--- src/rtl/cpu_pkg.sv ---
// Shared constants for the Simple RISC Machine control unit: one-hot state
// codes, opcode/op fields, ALU operation codes and the instruction-kind enum.
package cpu_pkg;

  // One-hot state codes
  localparam logic [6:0] S_WAIT      = 7'b0000001;
  localparam logic [6:0] S_DECODE    = 7'b0000010;
  localparam logic [6:0] S_GET_A     = 7'b0000100;
  localparam logic [6:0] S_GET_B     = 7'b0001000;
  localparam logic [6:0] S_EXEC      = 7'b0010000;
  localparam logic [6:0] S_WRITE_REG = 7'b0100000;
  localparam logic [6:0] S_WRITE_IMM = 7'b1000000;

  // Opcode / op fields
  localparam logic [2:0] OPC_MOV = 3'b110;
  localparam logic [2:0] OPC_ALU = 3'b101;
  localparam logic [1:0] OP_MOVI = 2'b10;
  localparam logic [1:0] OP_MOVR = 2'b00;
  localparam logic [1:0] OP_ADD  = 2'b00;
  localparam logic [1:0] OP_CMP  = 2'b01;
  localparam logic [1:0] OP_AND  = 2'b10;
  localparam logic [1:0] OP_MVN  = 2'b11;

  // ALU operation codes
  localparam logic [1:0] ALU_ADD = 2'b00;
  localparam logic [1:0] ALU_SUB = 2'b01;
  localparam logic [1:0] ALU_AND = 2'b10;
  localparam logic [1:0] ALU_NOT = 2'b11;

  typedef enum logic [2:0] {
    K_UNDEF, K_MOVI, K_MOVR, K_ADD, K_CMP, K_AND, K_MVN
  } kind_t;

endpackage

--- src/rtl/cpu_ctrl_instr_dec.sv ---
// Combinational instruction decoder: splits the IR into fields, builds the
// immediate extensions and classifies the instruction.
import cpu_pkg::*;

module instr_dec (
  input  logic [15:0] ir,
  output logic [2:0]  rn,
  output logic [2:0]  rd,
  output logic [2:0]  rm,
  output logic [1:0]  sh,
  output logic [1:0]  op,
  output logic [15:0] imm8_sx,
  output logic [15:0] imm5_zx,
  output kind_t       kind
);

  logic [2:0] opcode;

  assign opcode  = ir[15:13];
  assign op      = ir[12:11];
  assign rn      = ir[10:8];
  assign rd      = ir[7:5];
  assign sh      = ir[4:3];
  assign rm      = ir[2:0];
  assign imm8_sx = {{8{ir[7]}}, ir[7:0]};
  assign imm5_zx = {11'd0, ir[4:0]};

  // Map opcode/op to an instruction kind; unlisted combinations are no-ops
  always_comb begin
    kind = K_UNDEF;
    if (opcode == OPC_MOV) begin
      if (op == OP_MOVI)      kind = K_MOVI;
      else if (op == OP_MOVR) kind = K_MOVR;
    end else if (opcode == OPC_ALU) begin
      case (op)
        OP_ADD:  kind = K_ADD;
        OP_CMP:  kind = K_CMP;
        OP_AND:  kind = K_AND;
        default: kind = K_MVN;
      endcase
    end
  end

endmodule

--- src/rtl/cpu_ctrl.sv ---
// Control unit for the Simple RISC Machine: instruction register, decoder and
// a one-hot Moore FSM driving the datapath strobes and selects.
import cpu_pkg::*;

module cpu_ctrl (
  input  logic        clk,
  input  logic        reset,
  input  logic [15:0] in,
  input  logic        load,
  input  logic        s,
  output logic        w,
  output logic [2:0]  readnum,
  output logic [2:0]  writenum,
  output logic        write,
  output logic        loada,
  output logic        loadb,
  output logic        loadc,
  output logic        loads,
  output logic        asel,
  output logic        bsel,
  output logic        vsel,
  output logic [1:0]  ALUop,
  output logic [1:0]  shift,
  output logic [15:0] datapath_in
);

  logic [15:0] ir;
  logic [6:0]  state, state_nx;
  logic [2:0]  rn, rd, rm;
  logic [1:0]  sh, op;
  logic [15:0] imm8_sx, imm5_zx;
  kind_t       kind;

  instr_dec u_dec (
    .ir      (ir),
    .rn      (rn),
    .rd      (rd),
    .rm      (rm),
    .sh      (sh),
    .op      (op),
    .imm8_sx (imm8_sx),
    .imm5_zx (imm5_zx),
    .kind    (kind)
  );

  // IR captures a new word only while idle
  always_ff @(posedge clk) begin
    if (reset)                          ir <= 16'h0000;
    else if (state == S_WAIT && load)   ir <= in;
  end

  // State register
  always_ff @(posedge clk) begin
    if (reset) state <= S_WAIT;
    else       state <= state_nx;
  end

  // Next-state sequencing; DECODE reads the IR so a same-edge load is seen
  always_comb begin
    state_nx = S_WAIT;
    case (state)
      S_WAIT:   state_nx = s ? S_DECODE : S_WAIT;
      S_DECODE: begin
        case (kind)
          K_MOVI:                 state_nx = S_WRITE_IMM;
          K_MOVR, K_MVN:          state_nx = S_GET_B;
          K_ADD, K_CMP, K_AND:    state_nx = S_GET_A;
          default:                state_nx = S_WAIT;
        endcase
      end
      S_GET_A:  state_nx = S_GET_B;
      S_GET_B:  state_nx = S_EXEC;
      S_EXEC:   state_nx = (kind == K_CMP) ? S_WAIT : S_WRITE_REG;
      default:  state_nx = S_WAIT;
    endcase
  end

  // Moore output decode from state and IR only
  always_comb begin
    w           = (state == S_WAIT);
    readnum     = 3'd0;
    writenum    = 3'd0;
    write       = 1'b0;
    loada       = 1'b0;
    loadb       = 1'b0;
    loadc       = 1'b0;
    loads       = 1'b0;
    asel        = 1'b0;
    bsel        = 1'b0;
    vsel        = 1'b0;
    ALUop       = ALU_ADD;
    shift       = 2'b00;
    datapath_in = imm5_zx;
    case (state)
      S_GET_A: begin
        readnum = rn;
        loada   = 1'b1;
      end
      S_GET_B: begin
        readnum = rm;
        loadb   = 1'b1;
      end
      S_EXEC: begin
        shift = sh;
        ALUop = op;
        loadc = 1'b1;
        // MOV reg passes B through the adder with A forced to zero
        if (kind == K_MOVR) begin
          asel  = 1'b1;
          ALUop = ALU_ADD;
        end
        // CMP only updates status flags
        if (kind == K_CMP) begin
          loads = 1'b1;
          loadc = 1'b0;
        end
      end
      S_WRITE_REG: begin
        writenum = rd;
        write    = 1'b1;
      end
      S_WRITE_IMM: begin
        writenum    = rn;
        vsel        = 1'b1;
        write       = 1'b1;
        datapath_in = imm8_sx;
      end
      default: ;
    endcase
  end

endmodule

--- config.mk ---
export PLATFORM = sky130hd
export DESIGN_NAME = cpu_ctrl
export DESIGN_NICKNAME = d
export VERILOG_FILES = /design/src/rtl/cpu_pkg.sv /design/src/rtl/cpu_ctrl_instr_dec.sv /design/src/rtl/cpu_ctrl.sv
export SDC_FILE = /design/constraint.sdc
export NUM_CORES = 1
export LEC_CHECK = 0
export ABC_AREA = 1
export BUFFER_PORTS_ARGS = -buffer_cell sky130_fd_sc_hd__buf_2
export CAP_MARGIN = 20
export CORE_MARGIN = 4
export CORE_UTILIZATION = 35
export DETAILED_ROUTE_END_ITERATION = 8
export SYNTH_ARGS = -nofsm -noshare
export SYNTH_HDL_FRONTEND = slang
export SYNTH_SLANG_ARGS = --single-unit
--- constraint.sdc ---
create_clock -name clk -period 1.4 [get_ports clk]
set_input_delay 0.07 -clock clk [delete_from_list [all_inputs] [get_ports clk]]
set_output_delay 0.07 -clock clk [all_outputs]
set_load 0.02 [all_outputs]
# == Word level (Yosys, flattened, before mapping) ==
# Cells that the tools add are included.
# classes
n_eq_ne,17
muxes,25
reduce_logical,5
# ops
cell,n
7-bit case mux with 5 select lines,1
7-bit case mux with 3 select lines,1
16-bit 2-to-1 mux,1
3-bit equality test (second input constant),5
3-bit case mux with 2 select lines,2
1-bit 2-to-1 mux,10
2-bit 2-to-1 mux,5
3-bit 2-to-1 mux,3
3-bit case mux with 3 select lines,1
7-bit by 1-bit equality test with 1-bit output (second input constant),1
7-bit by 2-bit equality test with 1-bit output (second input constant),1
7-bit by 3-bit equality test with 1-bit output (second input constant),1
7-bit by 4-bit equality test with 1-bit output (second input constant),1
7-bit by 5-bit equality test with 1-bit output (second input constant),1
7-bit by 6-bit equality test with 1-bit output (second input constant),1
7-bit equality test (second input constant),1
3-bit by 2-bit equality test with 1-bit output (second input constant),2
6-bit 2-to-1 mux,1
2-bit OR reduction,2
3-bit by 1-bit equality test with 1-bit output (second input constant),1
3-bit OR reduction,1
2-bit by 1-bit equality test with 1-bit output (second input constant),1
2-bit equality test (second input constant),1
2-bit logical NOT,1
1-bit logical AND,1
# word_totals
reg_bits,23
input_bits,20
word_cells,49

# == Depth between registers and ports, before layout ==
# Gate-level depths: netlist (run 1).
# logic_depth
depth_word,8
mapped_depth,10

# == By module ==
# Synthesis (run 1) repeated with hierarchy kept, for this count alone.
# unflattened
hier_cells,285
area_unflattened_um2,1890.6
# by_module_without_submodules
mod,instances,cells_each,area_each_um2,seq_area_each_um2
cpu_ctrl,1,220,1442.6,460.4
instr_dec,1,65,447.9,0.0

# == Least setup slack after synthesis (run 1) ==
# No wires, ideal clock.
# synth_timing
path_kind,reg2out
startpoint,register state[3]
endpoint,output port datapath_in[10]
arrival_ps,1664
required_ps,1330
slack_ps,-334
path_stages_with_launch,7
path_buffers,1
cell_sequence,dfxtp_1 -> inv_1 -> nand2_1 -> nor2_1 -> nand4_1 -> nor2_1 -> buf_4
# synth_via
elab_chain_cells,2
# synth_rtl
element,line,source
from (decl),cpu_ctrl.sv:28,"logic [6:0] state, state_nx;"
from (signal assigned),cpu_ctrl.sv:55,else state <= state_nx;
7-bit equality test,cpu_ctrl.sv:94,case (state)
16-bit 2-to-1 mux,cpu_ctrl.sv:94,
to (decl),cpu_ctrl.sv:24,output logic [15:0] datapath_in
# No other way between the ends.

# == Worst setup path in the final report (run 1) ==
# layout_timing
startpoint,register ir[12]
endpoint,output port asel
# layout_via
elab_chain_cells,7
elab_cells_between_ends,11
# layout_rtl
element,line,source
from (decl),cpu_ctrl.sv:27,logic [15:0] ir;
from (signal assigned),cpu_ctrl.sv:49,else if (state == S_WAIT && load) ir <= in;
"2-bit equality test, or another cell as far along","cpu_ctrl_instr_dec.sv:32, cpu_ctrl_instr_dec.sv:35",
3-bit case mux with 3 select lines / 2-bit 2-to-1 mux (equally long branches),"cpu_ctrl_instr_dec.sv:35, cpu_ctrl_instr_dec.sv:33",
3-bit 2-to-1 mux (on tied branches),"cpu_ctrl_instr_dec.sv:34, cpu_ctrl_instr_dec.sv:32",
3-bit 2-to-1 mux *,cpu_ctrl_instr_dec.sv:31,if (opcode == OPC_MOV) begin
3-bit by 2-bit equality test with 1-bit output *,cpu_ctrl.sv:108,if (kind == K_MOVR) begin
1-bit 2-to-1 mux *,cpu_ctrl.sv:108,
1-bit 2-to-1 mux *,cpu_ctrl.sv:94,
to (decl),cpu_ctrl.sv:19,"output logic asel,"
# Mark *: on every way between the ends. The rest lies on a longest branch, timed or not.

==> results of run 1 <==
-- flip-flops by register name, summed over array words and instances, names as in the netlist --
name / count
state: 7
ir: 16
-- worst paths after layout --
kind                                  to  slack, ns
worst max register to register  state[0]      -0.08
worst min-delay path            state[1]       0.03
worst max-delay path                asel      -0.24
worst min register to register     ir[0]       0.49
-- where the power goes --
group,internal [uW],switching [uW],total (uW)
logic,206,306,512
registers,706,30.4,737
clock network,199,226,425
-- cell families (layout without fill, tap and decap cells) --
family                     after synthesis  count (layout)
AOI/OAI and AO/OA                       39              39
other                                    1               1
DFF                                     23              23
buffers and inverters                   55             123
and+or+nand+nor                         64              68
adders and majority gates                3               3
-- cell type report --
class	count	area (sq um)
Inverter	37	156
Multi-Input combinational cell	111	927
Sequential cell	23	475
Clock buffer	3	41.3
Fill cell	280	1140
Tap cell	46	57.6
Timing Repair Buffer	82	669
Clock inverter	1	5.00
-- layout by cell type (no fill, tap or decap), types with 2 or more instances in the layout --
cell,Yosys,routed
inv_2,2,12
dfxtp_1,23,15
a21oi_1,15,11
nand3_2,0,3
dfxtp_2,0,6
inv_1,34,19
o22ai_1,6,3
nand2_8,0,4
nand3_4,0,3
o21ai_1,11,4
ha_4,0,3
buf_2,0,25
nand2_4,2,3
a21oi_2,3,7
o21ai_2,3,9
buf_4,14,27
nand2_2,1,10
buf_6,3,29
nor2_4,1,11
nor2_1,18,10
inv_4,1,5
clkbuf_8,0,3
dfxtp_4,0,2
o22ai_2,0,2
nand4_1,6,6
nand2_1,21,10
nand3_1,11,5
-- timing repair --
action                     CTS  global route
gates resized for setup     82            75
cloned                       1             4
setup buffers               13            10
setup endpoints to repair   28            49
pin swaps                   14            22
-- through the flow --
step                      cell area [sq um]  hold WS [ns]  TNS [ns]  total power (uW)  setup WS, ns
final                                  2330        0.0300     -4.60              1670        -0.244
after global routing                   2330        0.0435     -8.54              1760        -0.313
after CTS                              1960        0.0370     -2.84              1520        -0.179
after detailed placement               1560         0.315         0              1040      0.000770
after global placement                 1560         0.318         0              1040        0.0302
after floorplan                        1330         0.139    -0.122               988       -0.0174
-- per-layer routing --
layer  routed length, um  track usage (%)  vias to the layer above
met5                   0                0                        -
met4                 116             4.12                        0
met3                 231             3.62                       10
met2                2180             25.2                       40
met1                1740             16.5                      678
li1                    -                -                      725
-- worst reg2reg max path, stage by stage, from the launching register on --
cell,delay [ns]
dfxtp_2,0.34
inv_4,0.09
ha_4,0.14
nand4_1,0.12
nand2_2,0.16
inv_2,0.07
buf_4,0.13
buf_4,0.13
nand2_2,0.05
nand4_1,0.10
nand3_1,0.09
==> metrics.yaml, run 1 <==
hpwl_mm: 2.36
clock_latency_ns: 0.27
stdcell_count: 303
grt_pass1_wl_mm: 5.73
cts_buffers: 3
yosys_warnings: 0
outcome: "finished, violations left"
required_ns: 1.33
core_sq_um: 3470
slowest_delay_ns: 0.39
drt-wirelength-per-cell_um: 14.1
endpoint_kind: "output pin"
port_buffers: 53
synth.area.mux_share_pct: 0
synth_xor_area_share_pct: 0
vias: 1453
cp_top_family: "simple AND/OR/NAND/NOR gates"
hold_depth: 3
startpoint: "ir[12]"
yosys.area_share.adder_pct: 2.86
synth.top_cell.area_share_pct: 35.0
synth_top_family_by_area: "simple AND/OR/NAND/NOR gates"
start_kind: "flop"
cp.arrival_ns: 1.57
rr_worst_depth: 10
period_needed_ns: 1.64
rsz0062_at_grt: "true"
synth_compound_area_share_pct: 17.1
rows: 21
irDropWorstVdd_uv: 540
die_width_um: 69.3
drive_above_1_share_pct: 66.5
grt_pass1_vias: 1287
final.setup_skew_ns: 0.00496
synth_edf_count: 0
synth_nets: 208
p_leak_uw: 0.00104
synth_ff_type: "dfxtp_1"
finalSetupViolCount: 43
htreeDepth: 1
routed_wl_mm: 4.27
synth_seq_cells: 23
clockRootBuffer: "clkbuf_8"
initial_utilization_pct: 37.9
ctsHoldBuffers: 0
grt-ovfl-total: 0
layout.nets: 281
drc_errors: 0
async_flop_share_pct: 0
pin_count: 55
synth_area_sq_um: 1310
post-place-cells: 274
synthTopCellsByCount: "inv_1, dfxtp_1, nand2_1"
dr.pass1.iters: 4
routabilityCongestion: 0.831
synth.distinct_cells: 24
die_y_um: 69.3
cp_num_cells: 10
cp_slowest_cell: "dfxtp_4"
cp_num_buf_inv: 4
cp_common_cell: "nand2_2"
worstHoldStart: "s"
die-area_sq_um: 4800
yosysTopAreaCell: "dfxtp_1"
syn_avg_cell_area_sq_um: 7.10
worst_slack_ns: -0.244
cts.clk_slew.worst_paths_ns: 0.08
violations: "negative setup slack"
yosysMostFrequentCell: "inv_1"
diodes: 0
area_growth_pct: 77.5
synthTopCellsByArea: "dfxtp_1, inv_1, buf_4, nand2_1, a21oi_1"
antenna_found_initial: 0
ys_seq_area_share_pct: 35.0
critical_path.max_fanout: 3
reg2reg_from: "ir[11]"
cts.path.max_buffers: 2
synth_cells: 185
hold_class: "input port to flop"
utilization_pct: 67.2
crit_type: "flop to output pin"
power_density_nw_per_um2: 717
synth-simple-area-share_pct: 23.0
cts_tree: "built"
post-route-period-util_pct: 117
numClockSinks: 23
drtIter0Drc: 57
fmax_mhz: 608
final-hold-violation-count: 0
drv_cap: 0
slew_viol_final: 0
antenna_left: 0
grt_max_degree: 31
vias_per_cell: 4.80
grt_usage_pct: 14.1
path_cells: "inv_4, ha_4, inv_4, nand2_2, nand2_2, nand2_2, inv_2, nand3_4, nor2_4, buf_6"
(Power assumes the default switching activity.)
==> run 2, diff against run 1 <==
Settings changed: CTS_BUF_LIST set to sky130_fd_sc_hd__clkbuf_16.
==> run 2 against run 1 <==
  * The run still ends with negative setup slack left
  * Sequential share of layout area up 0.31 points
  * Clock power rose by 49%
  * First-iteration DRC count decreased by 18%
  * Global-route usage is 0.12 points lower
  * Total power rose by 9.7%
  * Hold slack improved by 0.011 ns
  * Via count down 0.96%
  * Combinational power decreased by 9.0%
  * Count of clock-buffer cells in the layout is the same
  * Wire length down 3.9%
  * Maximum frequency is 2.6% higher
  * Register-to-register slack about the same
  * Largest power group unchanged
==> metrics.yaml, run 2 (synthesis results as in run 1) <==
outcome: "finished, violations left"
violations: "negative setup slack"
drv_cap: 0  # unchanged
cp_common_cell: "nand2_2"
slowest_delay_ns: 0.38  # about the same
drt-wirelength-per-cell_um: 13.6  # -3.2%
start_kind: "flop"
cts_tree: "built"
die-area_sq_um: 4800  # unchanged
drtIter0Drc: 47  # -18%
grt_max_degree: 31  # unchanged
setup_tns_ns: -3.56  # +1.04 ns
antenna_found_initial: 0  # unchanged
layout.nets: 279  # -0.71%
post-place-cells: 274  # unchanged
cts.clk_slew.worst_paths_ns: 0.06  # -0.02 ns
critical_path.max_fanout: 3  # unchanged
grt_pass1_wl_mm: 5.66  # -1.3%
wl_met1_mm: 1.66  # -5.0%
path_cells: "inv_4, ha_4, inv_4, nand2_2, nand2_2, nand2_2, inv_2, nand3_4, nand3_2, inv_2, buf_6"
final.setup_skew_ns: 0.00334  # -0.00162 ns
cp_slowest_cell: "dfxtp_4"
numClockSinks: 23  # unchanged
grt_pass1_vias: 1284  # -0.23%
pin_count: 55  # unchanged
post-route-period-util_pct: 114  # -3.0 points
ctsHoldBuffers: 0  # unchanged
nFillCells: 277  # -1.1%
drc_errors: 0  # unchanged
power_density_nw_per_um2: 799  # +11%
regMostFlops: "ir"
routabilityCongestion: 0.831  # unchanged
final-hold-violation-count: 0  # unchanged
multi_input_area_sq_um: 861  # -7.2%
placed_area_sq_um: 1560  # unchanged
clockRootBuffer: "clkbuf_16"
cts_buffers: 3  # unchanged
antenna_left: 0  # unchanged
ff2ff_setup_slack_ns: -0.08  # about the same
drive_above_1_share_pct: 63.5  # -3.0 points
top_layer_used: "met4"
dr.pass1.iters: 4  # unchanged
stdcell_count: 301  # -0.66%
core_sq_um: 3470  # unchanged
fmax_mhz: 624  # +2.6%
slew_viol_final: 0  # unchanged
cts.path.max_buffers: 2  # unchanged
routed_wl_mm: 4.11  # -3.9%
grt_usage_pct: 14.0  # -0.12 points
hold_class: "input port to flop"
diodes: 0  # unchanged
vias: 1439  # -0.96%
final_cell_area_sq_um: 2300  # -1.5%
final_common_cell: "buf_4"
reg_top3: "ir (16), state (7)"
die_width_um: 69.3  # unchanged
hpwl_mm: 2.36  # unchanged
rsz0062_at_grt: "true"
irDropWorstVdd_uv: 738  # +37%
required_ns: 1.33  # about the same
grt-ovfl-total: 0  # unchanged
endpoint_kind: "output pin"
cp.arrival_ns: 1.53  # -0.04 ns
port_buffers: 53  # unchanged
clock_latency_ns: 0.26  # about the same
finalSetupViolCount: 29  # -33%
crit_type: "flop to output pin"
p_leak_uw: 0.00103  # -0.68%
period_needed_ns: 1.60  # -0.0419 ns
vias_per_cell: 4.78  # -0.31%
seq_area_sq_um: 475  # unchanged
worst_slack_ns: -0.202  # +0.0419 ns
largest_register_ffs: 16  # unchanged
htreeDepth: 1  # unchanged
initial_utilization_pct: 37.9  # unchanged
wl_met2_mm: 2.17  # -0.55%
final_cell_mix: "buf_4, buf_6, buf_2, inv_1, dfxtp_1"
wl_met3_um: 212  # -8.2%
area_growth_pct: 74.9
finalPower_uw: 1840  # +9.7%
rows: 21  # unchanged
die_y_um: 69.3  # unchanged
[run 2: cell count changes in the layout (fill, tap and decap cells not counted), moves of 2 or more]
cell / delta
o21ai_1: +5
a21oi_2: -2
o21ai_2: -4
clkbuf_16: +3
buf_4: +2
buf_6: -2
clkbuf_8: -3
a21oi_1: +2
[run 2: cell type report]
| class | instances | share of cell area, % |
|---|---|---|
| multi-input combinational | 109 | 37.5 |
| sequential | 23 | 20.7 |
| clock buffer | 3 | 3.27 |
| inverter | 37 | 6.81 |
| timing repair buffer | 82 | 29.0 |
| clock inverter | 1 | 0.218 |
| tap | 46 | 2.51 |
[run 2: worst paths after layout]
| check | from | to | cells past startpoint |
|---|---|---|---|
| worst max-delay path | ir[12] | ALUop[0] | 11 |
| worst min-delay path | s | state[1] | 3 |
| worst max register to register | ir[12] | state[0] | 12 |
| worst min register to register | ir[3] | ir[3] | 2 |
[run 2: what timing repair did]
| item | 4_1_cts | 5_1_grt |
|---|---|---|
| pin swaps | 16 | 21 |
| endpoints found under the setup margin | 27 | 49 |
| setup buffers | 13 | 8 |
| endpoints found under the hold margin | 0 | 0 |
| cloned | 1 | 2 |
| resized for setup | 79 | 64 |
[run 2: where the power goes]
group	internal, uW	total [uW]	switching, uW
Combinational	191	466	275
Clock	385	634	249
Sequential	707	736	28.9
[run 2: worst max-delay path: cells and delay by family, from the launching register on]
kind | cells | cell delay (ns)
buf+inv | 5 | 0.35
flops | 1 | 0.38
fa+ha+maj | 1 | 0.16
simple gates | 5 | 0.39
[run 2: routing by layer]
layer | global-route usage [%] | up-vias
met5 | 0 | -
met4 | 4.12 | 0
met3 | 3.62 | 8
met2 | 25.1 | 37
met1 | 16.3 | 676
li1 | - | 718
[run 2: through the flow]
stage | utilization [%] | hold WS, ns | setup slack [ns]
2_1_floorplan | - | 0.139 | -0.0174
3_3_place_gp | 45.1 | 0.318 | 0.0302
3_5_place_dp | 45.1 | 0.315 | 0.000770
4_1_cts | 57.4 | 0.0471 | -0.166
5_1_grt | 66.2 | 0.0615 | -0.292
6_report | 66.2 | 0.0414 | -0.202
==> run 3, diff against run 2 <==
--- a/config.mk
+++ b/config.mk
@@ -14,2 +14,3 @@
 export DETAILED_ROUTE_END_ITERATION = 8
+export SETUP_SLACK_MARGIN = 0.5
 export SYNTH_ARGS = -nofsm -noshare
--- a/constraint.sdc
+++ b/constraint.sdc
@@ -3,2 +3,2 @@
 set_output_delay 0.07 -clock clk [all_outputs]
-set_load 0.02 [all_outputs]
+set_load 0.05 [all_outputs]
==> run 3 against run 2 <==
  * The flow still finishes with violations (negative setup slack)
  * Core utilization increased by 14 points
  * Sequential power grew 1%
  * Clock power decreased by 3.2%
  * Hold slack improved by 0.012 ns
  * Total power rose by 9.8%
  * Maximum frequency fell by 5.9%
  * Register-to-register slack got worse by 0.14 ns
  * Clock skew fell by 0.0018 ns
  * Critical endpoint is now loads
==> metrics.yaml, run 3 (synthesis results as in run 1) <==
outcome: "finished, violations left"
violations: "negative setup slack"
slowest_delay_ns: 0.38  # about the same
antenna_found_initial: 0  # unchanged
fmax_mhz: 587  # -5.9%
path_cells: "inv_4, ha_4, inv_4, nand2_2, nand2_2, nand2_2, buf_12, nor2_4, nand2_2, clkinvlp_4, buf_8"
routed_wl_mm: 4.69  # +14%
initial_utilization_pct: 37.9  # unchanged
start_kind: "flop"
cp_slowest_cell: "dfxtp_4"
layout.nets: 298  # +6.8%
cp.arrival_ns: 1.63  # +0.10 ns
drtIter0Drc: 24  # -49%
required_ns: 1.33  # about the same
die_width_um: 69.3  # unchanged
drt-wirelength-per-cell_um: 14.7  # +7.4%
die_y_um: 69.3  # unchanged
numClockSinks: 23  # unchanged
setup_tns_ns: -6.13  # -2.57 ns
rsz0062_at_grt: "true"
largest_register_ffs: 16  # unchanged
final_cell_mix: "buf_6, buf_4, inv_1, buf_2, buf_8"
diodes: 0  # unchanged
hpwl_mm: 2.51  # +6.4%
post-route-period-util_pct: 122  # +7.2 points
grt_max_degree: 13  # -58%
slew_viol_final: 0  # unchanged
multi_input_area_sq_um: 1040  # +21%
worst_slack_ns: -0.302  # -0.100 ns
cts.path.max_buffers: 2  # unchanged
dr.pass1.iters: 4  # unchanged
clock_latency_ns: 0.25  # about the same
reg_top3: "ir (16), state (7)"
routabilityCongestion: 0.756  # -9.0%
cts_tree: "built"
port_buffers: 53  # unchanged
utilization_pct: 80.5  # +14 points
final.setup_skew_ns: 0.00153  # -0.00180 ns
grt_pass1_vias: 1498  # +17%
drive_above_1_share_pct: 74.1  # +11 points
cp_common_cell: "nand2_2"
final-hold-violation-count: 0  # unchanged
power_density_nw_per_um2: 722  # -9.6%
seq_area_sq_um: 474  # -0.26%
vias: 1542  # +7.2%
drv_cap: 0  # unchanged
critical_path.max_fanout: 3  # unchanged
area_growth_pct: 112
clockRootBuffer: "clkbuf_16"
htreeDepth: 1  # unchanged
die-area_sq_um: 4800  # unchanged
nFillCells: 206  # -26%
rows: 21  # unchanged
irDropWorstVdd_uv: 706  # -4.3%
hold_class: "input port to flop"
period_needed_ns: 1.70  # +0.100 ns
cts.clk_slew.worst_paths_ns: 0.06  # about the same
p_leak_uw: 0.00116  # +13%
crit_type: "flop to output pin"
core_sq_um: 3470  # unchanged
grt_pass1_wl_mm: 7.06  # +25%
grt-ovfl-total: 0  # unchanged
pin_count: 55  # unchanged
endpoint_kind: "output pin"
regMostFlops: "ir"
drc_errors: 0  # unchanged
vias_per_cell: 4.82  # +0.80%
grt_usage_pct: 18.0  # +3.9 points
antenna_left: 0  # unchanged
ctsHoldBuffers: 0  # unchanged
cts_buffers: 3  # unchanged
finalSetupViolCount: 40  # +38%
[run 3: cell count changes in the layout (fill, tap and decap cells not counted), sizes merged]
cell,before,now
clkinvlp,0,5
nand2,25,27
inv,36,33
clkinv,2,0
buf,82,99
[run 3: worst paths after layout]
check / start / end / slack (ns) / depth (start not counted)
max: ir[12] / loads / -0.30 / 11
min: reset / ir[15] / 0.05 / 2
max reg2reg: ir[12] / state[0] / -0.22 / 9
min reg2reg: ir[13] / ir[13] / 0.51 / 2
[run 3: where the power goes]
part           switching [uW]  internal (uW)  total [uW]
logic                     392            266         657
registers                34.1            710         744
clock network             233            381         614
[run 3: stage by stage]
stage / cells / hold slack [ns] / setup slack (ns) / instance area, sq um / total power [uW]
6_report: 320 / 0.0531 / -0.302 / 2790 / 2020
5_1_grt: 320 / 0.0483 / -0.390 / 2790 / 2100
3_3_place_gp: 285 / 0.314 / -0.0450 / 1880 / 1170
2_1_floorplan: 185 / 0.132 / -0.306 / 1570 / 1090
3_5_place_dp: 285 / 0.311 / -0.0871 / 1880 / 1170
4_1_cts: 311 / 0.0448 / -0.279 / 2570 / 1940
[run 3: what timing repair did]
action	CTS	global route
cloned	4	1
endpoints found under the setup margin	57	54
setup buffers	18	8
hold endpoints to repair	0	0
resized for setup	118	44
pin swaps	25	18
[run 3: worst max-delay path, delay by kind of cell (launching register included)]
family	cells	cell delay, ns
buffers and inverters	5	0.46
DFF	1	0.38
and+or+nand+nor	5	0.39
adders and majority gates	1	0.15
[run 3: per-layer routing]
layer	track usage (%)	vias up	share of wire [%]
met3	3.62	6	5.1
met4	4.12	0	1.2
met1	19.8	737	39
met2	34.7	42	55
li1	-	757	-
met5	0	-	0
[run 3: final cells by class]
| type | count | area share [%] |
|---|---|---|
| clock buffers | 3 | 2.69 |
| clock inverters | 1 | 0.134 |
| inverters | 37 | 6.45 |
| multi-input cells | 111 | 37.4 |
| flip-flops and latches | 23 | 17.0 |
| well taps | 46 | 2.06 |
| repair buffers | 99 | 34.3 |
